--- src/rtl/picorv_ahb_pkg.sv ---
// Shared types and constants for the PicoRV32 to FreeAHB strobe bridge.
package picorv_ahb_pkg;

  typedef enum logic [2:0] {
    IDLE,
    RD_REQ,
    RD_WAIT,
    WR_REQ,
    DONE,
    DRAIN
  } state_t;

  // HSIZE encodings
  localparam logic [2:0] BYTE  = 3'b000;
  localparam logic [2:0] HALF  = 3'b001;
  localparam logic [2:0] WORD  = 3'b010;
  localparam logic [2:0] DWORD = 3'b011;

  // HPROT encodings: opcode fetch vs data access
  localparam logic [3:0] PROT_INSTR = 4'b0000;
  localparam logic [3:0] PROT_DATA  = 4'b0001;

  // Ceiling log2, usable in constant expressions
  function automatic int log2(input int value);
    int r;
    r = 0;
    for (int i = 0; i < 31; i++) begin
      if ((1 << i) < value) r = i + 1;
    end
    return r;
  endfunction

endpackage

--- src/rtl/picorv_strobe_splitter.sv ---
// Picks the next naturally aligned AHB write chunk out of a remaining strobe mask.
// The mask is in core strobe-lane order; chunks are chosen in bus byte-offset order.
module picorv_strobe_splitter
  import picorv_ahb_pkg::*;
#(
  parameter int NB         = 4,
  parameter bit COALESCE   = 1'b1,
  parameter bit BIG_ENDIAN = 1'b1,
  localparam int OFF_W     = log2(NB)
) (
  input  logic [NB-1:0]    mask,
  output logic [OFF_W-1:0] offset,
  output logic [2:0]       size,
  output logic [NB-1:0]    next_mask,
  output logic             last
);

  // mask re-ordered so that bit o means "byte offset o still to be written"
  logic [NB-1:0] off_mask;

  genvar gi;
  generate
    for (gi = 0; gi < NB; gi++) begin : g_lane
      if (BIG_ENDIAN) begin : g_be
        assign off_mask[gi] = mask[NB-1-gi];
      end else begin : g_le
        assign off_mask[gi] = mask[gi];
      end
    end
  endgenerate

  // Lowest pending offset, then the widest aligned fully-strobed run starting there
  always_comb begin
    int  first;
    int  span;
    int  size_log;
    logic fits;
    first    = 0;
    span     = 1;
    size_log = 0;
    fits     = 1'b0;
    for (int o = NB - 1; o >= 0; o--) begin
      if (off_mask[o]) first = o;
    end
    if (COALESCE) begin
      for (int k = 1; k <= OFF_W; k++) begin
        span = 1 << k;
        fits = ((first % span) == 0) && (first + span <= NB);
        for (int j = 0; j < NB; j++) begin
          if (j >= first && j < first + span && !off_mask[j]) fits = 1'b0;
        end
        // a wider run can only be valid if every narrower one was
        if (fits && size_log == k - 1) size_log = k;
      end
    end
    offset    = OFF_W'(first);
    size      = 3'(size_log);
    next_mask = mask;
    for (int j = 0; j < NB; j++) begin
      if (j >= first && j < first + (1 << size_log)) begin
        if (BIG_ENDIAN) next_mask[NB-1-j] = 1'b0;
        else            next_mask[j]      = 1'b0;
      end
    end
    last = (next_mask == '0);
  end

endmodule

--- src/rtl/picorv_ahb_strobe_bridge.sv ---
// PicoRV32 native memory interface to FreeAHB master request interface.
// Reads are one full-width transfer; writes are split into aligned byte/half/word chunks.
module picorv_ahb_strobe_bridge
  import picorv_ahb_pkg::*;
#(
  parameter int DATA_W     = 32,
  parameter int ADDR_W     = 32,
  parameter bit BIG_ENDIAN = 1'b1,
  parameter bit COALESCE   = 1'b1,
  parameter int TIMEOUT    = 1024,
  localparam int NB        = DATA_W / 8
) (
  input  logic              clk,
  input  logic              resetn,
  input  logic              mem_valid,
  input  logic              mem_instr,
  input  logic [ADDR_W-1:0] mem_addr,
  input  logic [DATA_W-1:0] mem_wdata,
  input  logic [NB-1:0]     mem_wstrb,
  output logic              mem_ready,
  output logic [DATA_W-1:0] mem_rdata,
  output logic              mem_err,
  output logic              freeahb_valid,
  output logic [ADDR_W-1:0] freeahb_addr,
  output logic [DATA_W-1:0] freeahb_wdata,
  output logic [2:0]        freeahb_size,
  output logic              freeahb_write,
  output logic              freeahb_read,
  output logic [31:0]       freeahb_min_len,
  output logic              freeahb_cont,
  output logic [3:0]        freeahb_prot,
  output logic              freeahb_lock,
  input  logic              freeahb_next,
  input  logic [DATA_W-1:0] freeahb_rdata,
  input  logic              freeahb_ready
);

  localparam int OFF_W = log2(NB);
  localparam int WD_W  = (TIMEOUT > 2) ? log2(TIMEOUT) : 1;
  localparam logic [WD_W-1:0] WD_LAST = WD_W'((TIMEOUT > 0) ? TIMEOUT - 1 : 0);

  state_t                  state;
  logic [ADDR_W-OFF_W-1:0] base_reg;
  logic [NB-1:0]           mask_reg;     // strobes left after the chunk on the bus
  logic                    last_reg;     // chunk on the bus is the final one
  logic                    drain_rd_reg; // draining a read: wait for its data beat
  logic [WD_W-1:0]         wd_cnt_reg;

  logic [NB-1:0]    split_in;
  logic [OFF_W-1:0] chunk_off;
  logic [2:0]       chunk_size;
  logic [NB-1:0]    chunk_next_mask;
  logic             chunk_last;
  logic             wd_active;
  logic             wd_event;
  logic             wd_fire;
  logic             unused_addr_bits;

  assign freeahb_cont = 1'b0;
  assign freeahb_lock = 1'b0;

  // Write byte position comes from the strobes, never from the low address bits
  assign unused_addr_bits = ^mem_addr[OFF_W-1:0];

  // In IDLE the splitter looks at the incoming strobes so the first chunk is
  // registered on entry to WR_REQ; afterwards it works on the remaining mask.
  assign split_in = (state == IDLE) ? mem_wstrb : mask_reg;

  picorv_strobe_splitter #(
    .NB         (NB),
    .COALESCE   (COALESCE),
    .BIG_ENDIAN (BIG_ENDIAN)
  ) u_splitter (
    .mask      (split_in),
    .offset    (chunk_off),
    .size      (chunk_size),
    .next_mask (chunk_next_mask),
    .last      (chunk_last)
  );

  // DRAIN is also guarded so a lost data beat cannot wedge the bridge
  assign wd_active = (state == RD_REQ) || (state == RD_WAIT) ||
                     (state == WR_REQ) || (state == DRAIN);
  assign wd_event  = freeahb_next || freeahb_ready;
  assign wd_fire   = (TIMEOUT != 0) && wd_active && !wd_event && (wd_cnt_reg == WD_LAST);

  // Watchdog: cycles since the last bus handshake while a transfer is open
  always_ff @(posedge clk or negedge resetn) begin
    if (!resetn) begin
      wd_cnt_reg <= '0;
    end else if (!wd_active || wd_event || wd_fire) begin
      wd_cnt_reg <= '0;
    end else begin
      wd_cnt_reg <= wd_cnt_reg + 1'b1;
    end
  end

  // Request sequencing with registered bus and core outputs
  always_ff @(posedge clk or negedge resetn) begin
    if (!resetn) begin
      state           <= IDLE;
      base_reg        <= '0;
      mask_reg        <= '0;
      last_reg        <= 1'b0;
      drain_rd_reg    <= 1'b0;
      mem_ready       <= 1'b0;
      mem_rdata       <= '0;
      mem_err         <= 1'b0;
      freeahb_valid   <= 1'b0;
      freeahb_addr    <= '0;
      freeahb_wdata   <= '0;
      freeahb_size    <= 3'b000;
      freeahb_write   <= 1'b0;
      freeahb_read    <= 1'b0;
      freeahb_min_len <= '0;
      freeahb_prot    <= 4'b0000;
    end else begin
      case (state)
        IDLE: begin
          mem_ready <= 1'b0;
          mem_err   <= 1'b0;
          // while an error pulse is out the core still shows the old request
          if (mem_valid && !mem_ready) begin
            base_reg      <= mem_addr[ADDR_W-1:OFF_W];
            freeahb_prot  <= mem_instr ? PROT_INSTR : PROT_DATA;
            freeahb_valid <= 1'b1;
            if (mem_wstrb == '0) begin
              freeahb_read    <= 1'b1;
              freeahb_write   <= 1'b0;
              freeahb_addr    <= {mem_addr[ADDR_W-1:OFF_W], {OFF_W{1'b0}}};
              freeahb_size    <= 3'(OFF_W);
              freeahb_min_len <= 32'(DATA_W);
              state           <= RD_REQ;
            end else begin
              freeahb_read    <= 1'b0;
              freeahb_write   <= 1'b1;
              freeahb_wdata   <= mem_wdata;
              freeahb_addr    <= {mem_addr[ADDR_W-1:OFF_W], chunk_off};
              freeahb_size    <= chunk_size;
              freeahb_min_len <= 32'd8 << chunk_size;
              mask_reg        <= chunk_next_mask;
              last_reg        <= chunk_last;
              state           <= WR_REQ;
            end
          end
        end

        RD_REQ: begin
          if (freeahb_next) begin
            freeahb_valid <= 1'b0;
            freeahb_read  <= 1'b0;
            if (!mem_valid) begin
              drain_rd_reg <= 1'b1;
              state        <= freeahb_ready ? IDLE : DRAIN;
            end else if (freeahb_ready) begin
              mem_rdata <= freeahb_rdata;
              mem_ready <= 1'b1;
              state     <= DONE;
            end else begin
              state <= RD_WAIT;
            end
          end else if (!mem_valid) begin
            freeahb_valid <= 1'b0;
            freeahb_read  <= 1'b0;
            state         <= IDLE;
          end else if (wd_fire) begin
            freeahb_valid <= 1'b0;
            freeahb_read  <= 1'b0;
            mem_rdata     <= '1;
            mem_ready     <= 1'b1;
            mem_err       <= 1'b1;
            state         <= IDLE;
          end
        end

        RD_WAIT: begin
          if (freeahb_ready) begin
            if (mem_valid) begin
              mem_rdata <= freeahb_rdata;
              mem_ready <= 1'b1;
              state     <= DONE;
            end else begin
              state <= IDLE;
            end
          end else if (!mem_valid) begin
            drain_rd_reg <= 1'b1;
            state        <= DRAIN;
          end else if (wd_fire) begin
            mem_rdata <= '1;
            mem_ready <= 1'b1;
            mem_err   <= 1'b1;
            state     <= IDLE;
          end
        end

        WR_REQ: begin
          if (freeahb_next) begin
            if (!mem_valid) begin
              freeahb_valid <= 1'b0;
              freeahb_write <= 1'b0;
              drain_rd_reg  <= 1'b0;
              state         <= DRAIN;
            end else if (last_reg) begin
              freeahb_valid <= 1'b0;
              freeahb_write <= 1'b0;
              mem_ready     <= 1'b1;
              state         <= DONE;
            end else begin
              freeahb_addr    <= {base_reg, chunk_off};
              freeahb_size    <= chunk_size;
              freeahb_min_len <= 32'd8 << chunk_size;
              mask_reg        <= chunk_next_mask;
              last_reg        <= chunk_last;
            end
          end else if (!mem_valid) begin
            freeahb_valid <= 1'b0;
            freeahb_write <= 1'b0;
            state         <= IDLE;
          end else if (wd_fire) begin
            freeahb_valid <= 1'b0;
            freeahb_write <= 1'b0;
            mem_rdata     <= '1;
            mem_ready     <= 1'b1;
            mem_err       <= 1'b1;
            state         <= IDLE;
          end
        end

        DONE: begin
          mem_ready <= 1'b0;
          state     <= IDLE;
        end

        DRAIN: begin
          if (!drain_rd_reg || freeahb_ready || wd_fire) state <= IDLE;
        end

        default: state <= IDLE;
      endcase
    end
  end

endmodule

--- config.mk ---
export PLATFORM = sky130hd
export DESIGN_NAME = picorv_ahb_strobe_bridge
export DESIGN_NICKNAME = d
export VERILOG_FILES = /design/src/rtl/picorv_ahb_pkg.sv /design/src/rtl/picorv_strobe_splitter.sv /design/src/rtl/picorv_ahb_strobe_bridge.sv
export SDC_FILE = /design/constraint.sdc
export NUM_CORES = 1
export LEC_CHECK = 0
export CORE_MARGIN = 4
export CORE_UTILIZATION = 46
export DETAILED_ROUTE_END_ITERATION = 6
export GPL_TIMING_DRIVEN = 1
export PLACE_DENSITY = 0.81
export SYNTH_ARGS = -nofsm -noshare
export SYNTH_HDL_FRONTEND = slang
export SYNTH_SLANG_ARGS = --single-unit
--- constraint.sdc ---
create_clock -name clk -period 4.3 [get_ports clk]
set_clock_uncertainty 0.1 [all_clocks]
set_input_delay 0.86 -clock clk [delete_from_list [all_inputs] [get_ports clk]]
set_output_delay 0.86 -clock clk [all_outputs]
set_load 0.01 [all_outputs]
**After elaboration in Yosys (flattened, before gate mapping)**

Cells that the tools add are included.

- Flip-flop bits (word level): 189
- Bits in latches: 0
- RAM bits: 0
- ROM bits: 0
- Input bits: 106
- Output and inout bits: 142
- Logic and storage cells: 255
- Memories kept: 0

- Add/sub/neg operators: 4
- $mul: 0
- Div/mod/pow operators: 0
- Magnitude comparators: 18
- Eq/ne operators: 26
- Shift-type cells: 2
- Multiplexer cells: 116
- Bitwise gates (word level): 3
- Reduce and logical (&&, ||, !) cells: 69

Operators by type and width:

| cell | count |
|---|---|
| $mux 32 | 20 |
| $lt 3x32->1 const A | 6 |
| $pmux 32 s2 | 2 |
| $lt 1x32->1 const A | 3 |
| $lt 2x32->1 const A | 3 |
| $pmux 32 s3 | 1 |
| $ge 3x32->1 const A | 2 |
| $le 32x4->1 const B | 2 |
| $logic_not 32->1 | 2 |
| $mux 3 | 19 |
| $mux 1 | 52 |
| $add 32x3->32 const B | 1 |
| $add 32x32->32 | 1 |
| $add 32x4->32 const B | 1 |
| $ge 1x32->1 const A | 1 |
| $ge 2x32->1 const A | 1 |
| $shl 1x2->32 const A | 1 |
| $shl 4x3->32 const A | 1 |
| $logic_and 1x1->1 | 26 |
| $mux 4 | 6 |
| $reduce_and 5->1 | 4 |
| $ne 2x2->1 const B | 9 |
| $ne 3x3->1 const B | 5 |
| $pmux 3 s5 | 1 |
| other kinds (29) | 68 |

**Depth between registers and ports, before layout**

Gate-level depths: netlist of the first run.

- Depth in word-level cells: 29
- Mapped depth: 15
- Gate-level depth less buffers: 14

**Hierarchy**

From an unflattened synthesis of the first run, not the netlist that was laid out.

- Cell total of the unflattened synthesis: 762
- Area total of the unflattened synthesis: 7965.1 um2

Modules (own cells, without submodules):

| module | instances | cells each | area an instance (um2) | seq. area each (um2) |
|---|---|---|---|---|
| picorv_ahb_strobe_bridge | 1 | 721 | 7674.9 | 4053.9 |
| picorv_strobe_splitter | 1 | 41 | 290.3 | 0.0 |

**Worst setup path after synthesis of the first run**

OpenSTA, ideal clock, no wires.

- Kind: input to register
- From: input port mem_wstrb[0]
- To: register last_reg
- Setup time: 0.126 ns
- Data arrival time: 3.344 ns
- Data required time: 4.074 ns
- Slack: 0.731 ns
- Stages on the path: 14
- Path buffers: 1
- Cell sequence: clkbuf_1 nor2b_1 o21ai_0 o32ai_1 ha_1 a221oi_1 o21a_2 inv_2 ha_1 ha_1 nand2_1 nand2_1 and3_1 o311a_1

- Cells in the longest elaborated chain, start to end: 27

Ends and longest elaborated chain:

| item | RTL line | text |
|---|---|---|
| start, declared | picorv_ahb_strobe_bridge.sv:19 | `input logic [NB-1:0] mem_wstrb,` |
| $mux 4 | picorv_ahb_strobe_bridge.sv:67 | `assign split_in = (state == IDLE) ? mem_wstrb : mask_reg;` |
| $mux 2 | picorv_strobe_splitter.sv:43 | `if (off_mask[o]) first = o;` |
| $mux 32 (3 in series) | picorv_strobe_splitter.sv:43 |  |
| $add 32x3->32 | picorv_strobe_splitter.sv:48, picorv_strobe_splitter.sv:50 |  |
| $lt 1x32->1 | picorv_strobe_splitter.sv:50 | `if (j >= first && j < first + span && !off_mask[j]) fits = 1'b0;` |
| $logic_and 1x1->1 (2 in series) | picorv_strobe_splitter.sv:50 |  |
| $mux 1 (4 in series) | picorv_strobe_splitter.sv:50 |  |
| $mux 1 | picorv_strobe_splitter.sv:53 | `if (fits && size_log == k - 1) size_log = k;` |
| [5 not listed] | - |  |
| $lt 3x32->1, or another cell as far along | picorv_strobe_splitter.sv:60 | `if (j >= first && j < first + (1 << size_log)) begin` |
| $logic_and 1x1->1 | picorv_strobe_splitter.sv:60 |  |
| $mux 1 or $mux 2 (tied branches) | picorv_strobe_splitter.sv:60 |  |
| $logic_not 4->1 | picorv_strobe_splitter.sv:65 | `last = (next_mask == '0);` |
| $mux 1 | picorv_ahb_strobe_bridge.sv:203 | `end else if (last_reg) begin` |
| $mux 1 | picorv_ahb_strobe_bridge.sv:198 | `if (!mem_valid) begin` |
| $mux 1 | picorv_ahb_strobe_bridge.sv:197 | `if (freeahb_next) begin` |
| $pmux 1 s2 | picorv_ahb_strobe_bridge.sv:118 | `case (state)` |
| end signal, assigned | picorv_ahb_strobe_bridge.sv:142 | `last_reg <= chunk_last;` |
| end signal, assigned | picorv_ahb_strobe_bridge.sv:213 | `last_reg <= chunk_last;` |
| end, declared | picorv_ahb_strobe_bridge.sv:45 | `logic last_reg;` |

Parallel ways exist; a longest one is shown, timed or not. The select of a mux whose other input is x is not followed.
A chain may end at the register's enable or synchronous reset.

**Final worst setup path of the first run**

- From: register state[1]
- To: register last_reg

- Cells in the longest elaborated chain, start to end: 28

Ends and longest elaborated chain:

| item | RTL line | text |
|---|---|---|
| start, declared | picorv_ahb_strobe_bridge.sv:42 | `state_t state;` |
| start signal, assigned | picorv_ahb_strobe_bridge.sv:154 | `state <= freeahb_ready ? IDLE : DRAIN;` |
| $logic_not 3->1 | picorv_ahb_strobe_bridge.sv:67, picorv_ahb_strobe_bridge.sv:118 |  |
| $mux 4 | picorv_ahb_strobe_bridge.sv:67 |  |
| $mux 2 | picorv_strobe_splitter.sv:43 |  |
| $mux 32 (3 in series) | picorv_strobe_splitter.sv:43 |  |
| $add 32x3->32 | picorv_strobe_splitter.sv:48, picorv_strobe_splitter.sv:50 |  |
| $lt 1x32->1 | picorv_strobe_splitter.sv:50 |  |
| $logic_and 1x1->1 (2 in series) | picorv_strobe_splitter.sv:50 |  |
| $mux 1 (4 in series) | picorv_strobe_splitter.sv:50 |  |
| [6 not listed] | - |  |
| $lt 3x32->1, or another cell as far along | picorv_strobe_splitter.sv:60 |  |
| $logic_and 1x1->1 | picorv_strobe_splitter.sv:60 |  |
| $mux 1 or $mux 2 (tied branches) | picorv_strobe_splitter.sv:60 |  |
| $logic_not 4->1 | picorv_strobe_splitter.sv:65 |  |
| $mux 1 | picorv_ahb_strobe_bridge.sv:203 |  |
| $mux 1 | picorv_ahb_strobe_bridge.sv:198 |  |
| $mux 1 | picorv_ahb_strobe_bridge.sv:197 |  |
| $pmux 1 s2 | picorv_ahb_strobe_bridge.sv:118 |  |

Parallel ways exist; a longest one is shown, timed or not. The select of a mux whose other input is x is not followed.

==> results of run 1 <==
[report_power, final]
group / switching, mW / internal, mW
clock: 0.598 / 0.931
combinational: 1.49 / 1.77
sequential: 0.388 / 2.14
[kinds of logic after synthesis]
kind of cell / share of synthesized area, %
xor gates and xnor gates: 1.233
and+or+nand+nor: 8.596
DFF: 54.96
AOI/OAI and AO/OA: 12.61
other: 0.05279
adders and majority gates: 1.409
buffers and inverters: 6.588
muxes: 14.55
[layer usage]
metal  wire (um)  track usage [%]  vias to the layer above  part of all wire (%)
li1            -                -                     2535                     -
met1        7170            25.28                     2657                    40
met2        9516            35.89                      183                    53
met3         937            5.496                       27                   5.2
met4         322            6.813                        0                   1.8
met5           0                0                        -                     0
[layout make-up]
type,count,area share (%)
clock buffers,19,4.476
clock inverters,13,1.657
inverters,14,0.5311
multi-input cells,408,28.98
flip-flops and latches,156,39.45
well taps,188,2.377
repair buffers,223,22.52
[cell usage after synthesis, types with 7 or more instances]
library cell  instances  area, um^2
a21oi_1              45       225.2
buf_2                11       55.05
buf_4                36       270.3
clkbuf_1             21       78.83
dfrtp_1             156        3904
ha_1                  8       100.1
inv_1                11       41.29
mux2_2               62       698.2
mux2i_1              32       320.3
nand2_1              24       90.09
nand3_1              12       60.06
nor2_1               61       229.0
o21ai_0              18       90.09
o22a_1               33       289.0
xor2_1                7       61.31
[placed cells by master (no fill, tap or decap), drive strengths merged, types with 7 or more instances in the layout]
master         synthesis  final
conb                   1     34
mux2i                 32     32
clkdlybuf4s50          0    210
clkbuf                21     19
inv                   14     17
nor2                  61     61
xor2                   7      7
dfrtp                156    156
nand3                 12     12
o21ai                 20     20
buf                   50     13
nand2                 24     24
a21oi                 45     45
mux2                  63     63
ha                     8      8
o22a                  33     33
[stage by stage]
stage	total power, mW	utilization [%]
2_1_floorplan	4.267	-
3_3_place_gp	5.679	61.32
3_5_place_dp	5.817	61.32
4_1_cts	7.389	65.33
5_1_grt	7.758	65.33
6_report	7.313	65.33
[final timing paths]
check                              startpoint               end  slack [ns]  depth (start not counted)
worst min register to register  mem_rdata[21]     mem_rdata[21]        0.39                          1
worst max-delay path                 state[1]          last_reg        0.45                         14
min in group asynchronous              resetn     mem_rdata[25]        0.43                          1
worst min-delay path            mem_rdata[21]     mem_rdata[21]        0.39                          1
worst max register to register       state[1]          last_reg        0.45                         14
max in group asynchronous              resetn  freeahb_addr[30]        2.81                          2
==> summary.txt, run 1 <==
post-route cell area = 0.009894 mm^2
Seq. cell area = 0.003904 mm^2
max cap viols = 0
CP Class = reg -> reg
Initial Utilization = 46.90%
Yosys reg bits = 156
pin count of the biggest net entering global routing = 95
Finish-stage setup viols = 0
GP Congestion = 0.8380
Final Hold Fails = 0
worst hold path type = reg -> reg
pwr/cell area = 739.1 mW/mm^2
hpwl dp = 12760 um
clock tree from TritonCTS = done
vias per inst = 5.291
biggest regs = freeahb_addr: 32 flops, freeahb_wdata: 32 flops, mem_rdata: 32 flops
clk buf depth = 2
Worst-path clk slew = 0.06 ns
most frequent CP cell = ha_1
Max-slew headroom = 25.53%
CTS root buf = clkbuf_16
gr usage total = 20.72%
number of gates resized after cts = 0
Post-route DRC = 0
layout cell share with drive strength beyond 1 = 14.65%
Core Region = 0.01515 mm^2
register area share after synthesis = 54.96%
# nets final = 934
Post-synth EDFFs = 0
period utilization = 89.57%
TritonRoute pass-1 iters = 5
ys flop type = dfrtp_1
initial DRC count = 443
crit start category = flip-flop
Syn Inst Count = 616
row cnt = 45
die area = 0.01749 mm^2
via count = 5402
vias in the first global route = 5565
Fill cells = 1128
H-Tree Depth = 4
first-pass GRT wire length = 29330 um
Congestion Overflow GR = 0
Ant. Diodes = 0
Warnings, synthesis = 0
clk sinks = 156
outcome = finished, final reports clean
leakage power = 4.283 nW
Setup WS pre-CTS = 0.1219 ns
Area Overhead vs Synth = 39.30%
die outline height = 132.3 um
synthesized area per cell = 11.53 um^2
post-route ant nets = 0
crit-path cells = nor3_2, nor4_1, a21oi_1, inv_1, ha_1, a221oi_1, o21a_2, inv_2, ha_1, ha_1, nand2_1, nand2_1, and3_1, o311a_1
final worst slack = 0.4484 ns
initial antenna violation count = 0
setup repair bufs after CTS = 0
Slew @ Worst Pin = 1.114 ns
Async SR Flop Fraction = 100.0%
VDD IR max = 394.3 uV
Multi-input gate area = 0.002868 mm^2
Achievable Freq = 259.6 MHz
hold slack = 0.3864 ns
# hold bufs at CTS = 0
drt total wl = 17950 um
drt wl/cell = 17.58 um
Port-buffer cells = 211
CP max stage delay = 0.58 ns
Syn Std Cell Area = 0.007103 mm^2
fin crit period = 3.852 ns
Max Slew Vio Count = 0
placed cell area = 0.009288 mm^2
Arrival @ worst endpoint = 4.05 ns
Req. time, crit path = 4.50 ns
maximum fanout along the worst path = 12
CP Capture Type = flip-flop
RSZ-0062 raised after global routing = false
# IOs = 248
Final Instance Count excl. Fillers = 1021
critical path's top delay family = compound AO/OA/AOI/OAI gates
Cell variety after synth = 57
Slowest-stage cell, CP = nor3_2
worst path bufs/invs = 2
cts bufs inserted = 17
Setup TNS = 0 ns
clk_lat worst skew = 0.42 ns
placed cell count = 989
die width = 132.3 um
(Power assumes the default switching activity.)
==> inputs of run 2 (changes only) <==
CORE_UTILIZATION = 40   (was 46)
DONT_BUFFER_PORTS = 1   (was not set)
PLACE_DENSITY = not set   (was 0.81)
==> run 2 against run 1 <==
- sequential share of layout area increased by 11 points
- routed wire length decreased by 13%
- setup slack improved by 0.11 ns
- via count decreased by 15%
- combinational power decreased by 45%
- worst hold slack got worse by 0.34 ns
- core utilization decreased by 21 points
- register-to-register slack improved by 0.11 ns
- final area decreased by 22%
- clock power decreased by 8%
- sequential power increased by 13%
- critical path type unchanged
==> summary.txt, run 2 (synthesis gave the netlist of run 1 again) <==
CP Class = reg -> reg
via count = 4578
first-pass GRT wire length = 25320 um
initial antenna violation count = 0
vias in the first global route = 4662
CP max stage delay = 0.51 ns
Req. time, crit path = 4.50 ns
Ant. Diodes = 0
crit-path cells = nor3_2, nor4_1, a21oi_1, inv_1, ha_1, a221oi_1, o21a_2, nand2_1, xnor2_1, ha_1, nand2_1, nand2_1, and3_1, o311a_1
pwr/cell area = 786.8 mW/mm^2
biggest regs = freeahb_addr: 32 flops, freeahb_wdata: 32 flops, mem_rdata: 32 flops
Achievable Freq = 267.4 MHz
Max Slew Vio Count = 0
Port-buffer cells = 0
pin count of the biggest net entering global routing = 157
cts bufs inserted = 17
row cnt = 48
CTS root buf = clkbuf_16
leakage power = 3.403 nW
Finish-stage setup viols = 0
post-route ant nets = 0
maximum fanout along the worst path = 12
most frequent CP cell = nand2_1
worst hold path type = in -> async
initial DRC count = 226
final worst slack = 0.5598 ns
Multi-input gate area = 0.002868 mm^2
period utilization = 86.98%
Setup WS pre-CTS = 0.5959 ns
Post-route DRC = 0
Final Hold Fails = 0
# IOs = 248
commonest non-fill, non-tap cell in the layout = dfrtp_1
number of gates resized after cts = 0
clk sinks = 156
clk buf depth = 2
Post-Route Utilization = 44.40%
die width = 141.3 um
Slowest-stage cell, CP = dfrtp_1
Setup TNS = 0 ns
Area Overhead vs Synth = 8.490%
clk_lat worst skew = 0.41 ns
Worst-path clk slew = 0.07 ns
RSZ-0062 raised after global routing = false
Core Region = 0.01736 mm^2
clock tree from TritonCTS = done
CP Capture Type = flip-flop
Seq. cell area = 0.003904 mm^2
# hold bufs at CTS = 0
# nets final = 717
die area = 0.01995 mm^2
Congestion Overflow GR = 0
drt wl/cell = 18.66 um
outcome = finished, final reports clean
GP Congestion = 0.8159
Max-slew headroom = 24.76%
VDD IR max = 353.1 uV
setup repair bufs after CTS = 0
Initial Utilization = 40.92%
Slew @ Worst Pin = 1.125 ns
vias per inst = 5.444
H-Tree Depth = 4
Arrival @ worst endpoint = 3.94 ns
gr usage total = 15.84%
hpwl dp = 11040 um
drt total wl = 15690 um
fin crit period = 3.740 ns
max cap viols = 0
TritonRoute pass-1 iters = 4
die outline height = 141.3 um
reg2reg path depth = 14
most frequent cells in the layout = dfrtp_1 (156), mux2_2 (62), nor2_1 (60)
Fill cells = 1637
crit start category = flip-flop
layout cell share with drive strength beyond 1 = 18.67%
==> run 2: changes by cell type in the layout (fill, tap and decap cells not counted), sizes merged <==
| cell | before | now |
|---|---|---|
| clkbuf | 19 | 18 |
| buf | 13 | 6 |
| clkinvlp | 5 | 2 |
| clkdlybuf4s50 | 210 | 0 |
| inv | 17 | 23 |
| bufinv | 3 | 0 |
| clkinv | 2 | 3 |
==> run 2: cell type report <==
type / count / share of cell area (%)
Timing Repair Buffer: 6 / 0.5845
Clock buffer: 18 / 5.569
Tap cell: 225 / 3.653
Clock inverter: 14 / 1.640
Multi-Input combinational cell: 408 / 37.21
Inverter: 14 / 0.6819
Sequential cell: 156 / 50.66
==> run 2: routing by layer <==
metal	routed length, um	GRT usage, %	vias up
met5	0	0	-
met3	1108	5.662	19
li1	-	-	2103
met1	6076	18.02	2293
met2	8269	27.89	163
met4	236	4.946	0
==> run 2: final timing paths <==
kind	start	end	slack (ns)
max in group asynchronous	resetn	wd_cnt_reg[9]	3.73
min in group clk	base_reg[29]	base_reg[29]	0.40
min reg2reg	base_reg[29]	base_reg[29]	0.40
max	state[1]	last_reg	0.56
max reg2reg	state[1]	last_reg	0.56
min	resetn	freeahb_addr[0]	0.04
==> run 2: through the flow <==
stage / instances / instance area [um^2] / hold slack [ns] / power, mW
floorplan: 649 / 7227 / 0.3787 / 4.267
finish: 841 / 7706 / 0.04191 / 6.063
detailed placement: 809 / 7151 / 0.3926 / 4.712
global route: 841 / 7706 / 0.005222 / 6.481
CTS: 841 / 7706 / 0.01397 / 6.146
global placement: 809 / 7151 / 0.3857 / 4.622
==> run 2: worst max-delay path: cells and delay by family, from the launching register on <==
| kind | cells | cell delay [ns] |
|---|---|---|
| AO/OA/AOI/OAI | 4 | 1.15 |
| AND/OR/NAND/NOR | 6 | 0.98 |
| adder cells (fa/ha/maj) | 2 | 0.59 |
| flip-flops | 1 | 0.51 |
| XOR/XNOR | 1 | 0.15 |
| buffers and inverters | 1 | 0.13 |
==> run 2: report_power, final <==
part	internal [mW]	switching, mW	leakage, nW	total [mW]
clock	0.764	0.642	0.270	1.41
sequential	2.14	0.727	1.84	2.87
combinational	0.866	0.926	1.29	1.79
==> inputs of run 3 (changes only) <==
ABC_CLOCK_PERIOD_IN_PS = 4300   (was not set)
CTS_BUF_LIST = sky130_fd_sc_hd__clkbuf_8 sky130_fd_sc_hd__clkbuf_16   (was not set)
==> run 3 against run 2 <==
- sequential power about the same
- critical path depth unchanged
- clock power about the same
- setup slack unchanged
- register-to-register slack about the same
- total power about the same
- largest power group unchanged
- routed wire length unchanged
==> summary.txt, run 3 (synthesis gave the netlist of run 1 again) <==
GP Congestion = 0.8159
die width = 141.3 um
Final Instance Count excl. Fillers = 841
worst path bufs/invs = 1
via count = 4578
critical path startpoint = state[1]
die outline height = 141.3 um
CP max stage delay = 0.51 ns
Req. time, crit path = 4.50 ns
R2R setup slack = 0.56 ns
Sw Share = 37.86%
Psw = 2.294 mW
H-Tree Depth = 4
Worst Setup EP = last_reg
cts bufs inserted = 17
fin crit period = 3.740 ns
most frequent CP cell = nand2_1
crit-path cells = nor3_2, nor4_1, a21oi_1, inv_1, ha_1, a221oi_1, o21a_2, nand2_1, xnor2_1, ha_1, nand2_1, nand2_1, and3_1, o311a_1
Ant. Diodes = 0
VDD IR max = 353.3 uV
leakage power = 3.407 nW
row cnt = 48
Crit path depth = 14
biggest regs = freeahb_addr: 32 flops, freeahb_wdata: 32 flops, mem_rdata: 32 flops
Area Overhead vs Synth = 8.490%
Post-route DRC = 0
placed cell area = 0.007151 mm^2
reg2reg path depth = 14
drt wl/cell = 18.66 um
Port-buffer cells = 0
CP Class = reg -> reg
hpwl dp = 11040 um
Flop pwr share = 47.3%
Max-slew headroom = 24.76%
setup repair bufs after CTS = 0
Congestion Overflow GR = 0
CTS root buf = clkbuf_16
gr usage total = 15.84%
Fill cells = 1637
max cap viols = 0
Achievable Freq = 267.4 MHz
# IOs = 248
post-route cell area = 0.007706 mm^2
critical path's top delay family = compound AO/OA/AOI/OAI gates
vias per inst = 5.444
Core Region = 0.01736 mm^2
period utilization = 86.98%
initial DRC count = 226
maximum fanout along the worst path = 12
clk sinks = 156
Comb power frac = 29.6%
# hold bufs at CTS = 0
post-route ant nets = 0
layout cell share with drive strength beyond 1 = 18.67%
Finish-stage setup viols = 0
worst reg2reg path endpoint = last_reg
die area = 0.01995 mm^2
commonest non-fill, non-tap cell in the layout = dfrtp_1
Post-Route Utilization = 44.40%
RSZ-0062 raised after global routing = false
CP Capture Type = flip-flop
placed cell count = 809
first-pass GRT wire length = 25320 um
outcome = finished, final reports clean
clk buf depth = 2
most frequent cells in the layout = dfrtp_1 (156), mux2_2 (62), nor2_1 (60)
crit start category = flip-flop
number of gates resized after cts = 0
Critical R2R Launch = state[1]
clk_lat worst skew = 0.41 ns
Slowest-stage cell, CP = dfrtp_1
Setup TNS = 0 ns
Max Slew Vio Count = 0
drt total wl = 15690 um
initial antenna violation count = 0
Arrival @ worst endpoint = 3.94 ns
Slew @ Worst Pin = 1.125 ns
Initial Utilization = 40.92%
pwr/cell area = 786.5 mW/mm^2
internal power = 3.766 mW
# nets final = 717
pin count of the biggest net entering global routing = 157
clock tree from TritonCTS = done
Final Hold Fails = 0
TritonRoute pass-1 iters = 4
share of total power in the clock network = 23.2%
vias in the first global route = 4662
Worst-path clk slew = 0.07 ns
worst hold path type = in -> async
-- run 3: cell count changes in the layout (fill, tap and decap cells not counted) --
cell	before	now
clkbuf_1	1	0
inv_1	11	12
-- run 3: layer usage --
| layer | up-vias | track usage, % | share of wire [%] |
|---|---|---|---|
| met3 | 19 | 5.662 | 7.1 |
| met1 | 2293 | 18.02 | 39 |
| met4 | 0 | 4.946 | 1.5 |
| met5 | - | 0 | 0 |
| met2 | 163 | 27.89 | 53 |
| li1 | 2103 | - | - |
-- run 3: metrics by stage --
stage	total power [mW]	setup WS [ns]	hold WS [ns]
floorplan	4.267	0.7306	0.3787
global placement	4.622	0.6566	0.3857
detailed placement	4.712	0.5959	0.3926
CTS	6.144	0.5763	0.01397
global route	6.479	0.2069	0.004889
finish	6.061	0.5598	0.04191
-- run 3: area by class of cell --
class | instances | area (um^2) | share of cell area [%]
multi-input combinational | 408 | 2868 | 37.21
clock inverter | 15 | 130.1 | 1.689
sequential | 156 | 3904 | 50.66
inverter | 14 | 52.55 | 0.6819
tap | 225 | 281.5 | 3.653
clock buffer | 17 | 425.4 | 5.520
timing repair buffer | 6 | 45.04 | 0.5845
-- run 3: power groups by stage --
stage | Sequential (mW) | Combinational (mW) | Clock (mW)
after CTS | 2.88 | 1.81 | 1.45
after global placement | 2.88 | 1.74 | 0
final | 2.87 | 1.79 | 1.40
after detailed placement | 2.90 | 1.81 | 0
after floorplan | 2.70 | 1.57 | 0
after global routing | 2.94 | 2.03 | 1.51
-- run 3: worst min path at each step --
| stage | slack (ns) | to | cells after the start |
|---|---|---|---|
| 6_report | 0.04 | freeahb_addr[0] | 0 |
| 4_1_cts | 0.01 | freeahb_min_len[4] | 0 |
| 5_1_grt | 0.005 | base_reg[12] | 0 |
| 2_1_floorplan | 0.38 | base_reg[0] | 1 |
| 3_3_place_gp | 0.39 | base_reg[20] | 1 |
| 3_5_place_dp | 0.39 | base_reg[10] | 1 |
-- run 3: worst register-to-register path: stages (launching register included) --
cell and delay, ns:
dfrtp_1 0.51, nor3_2 0.51, nor4_1 0.12, a21oi_1 0.27
inv_1 0.13, ha_1 0.30, a221oi_1 0.33, o21a_2 0.24
nand2_1 0.08, xnor2_1 0.15, ha_1 0.29, nand2_1 0.07
nand2_1 0.07, and3_1 0.14, o311a_1 0.31
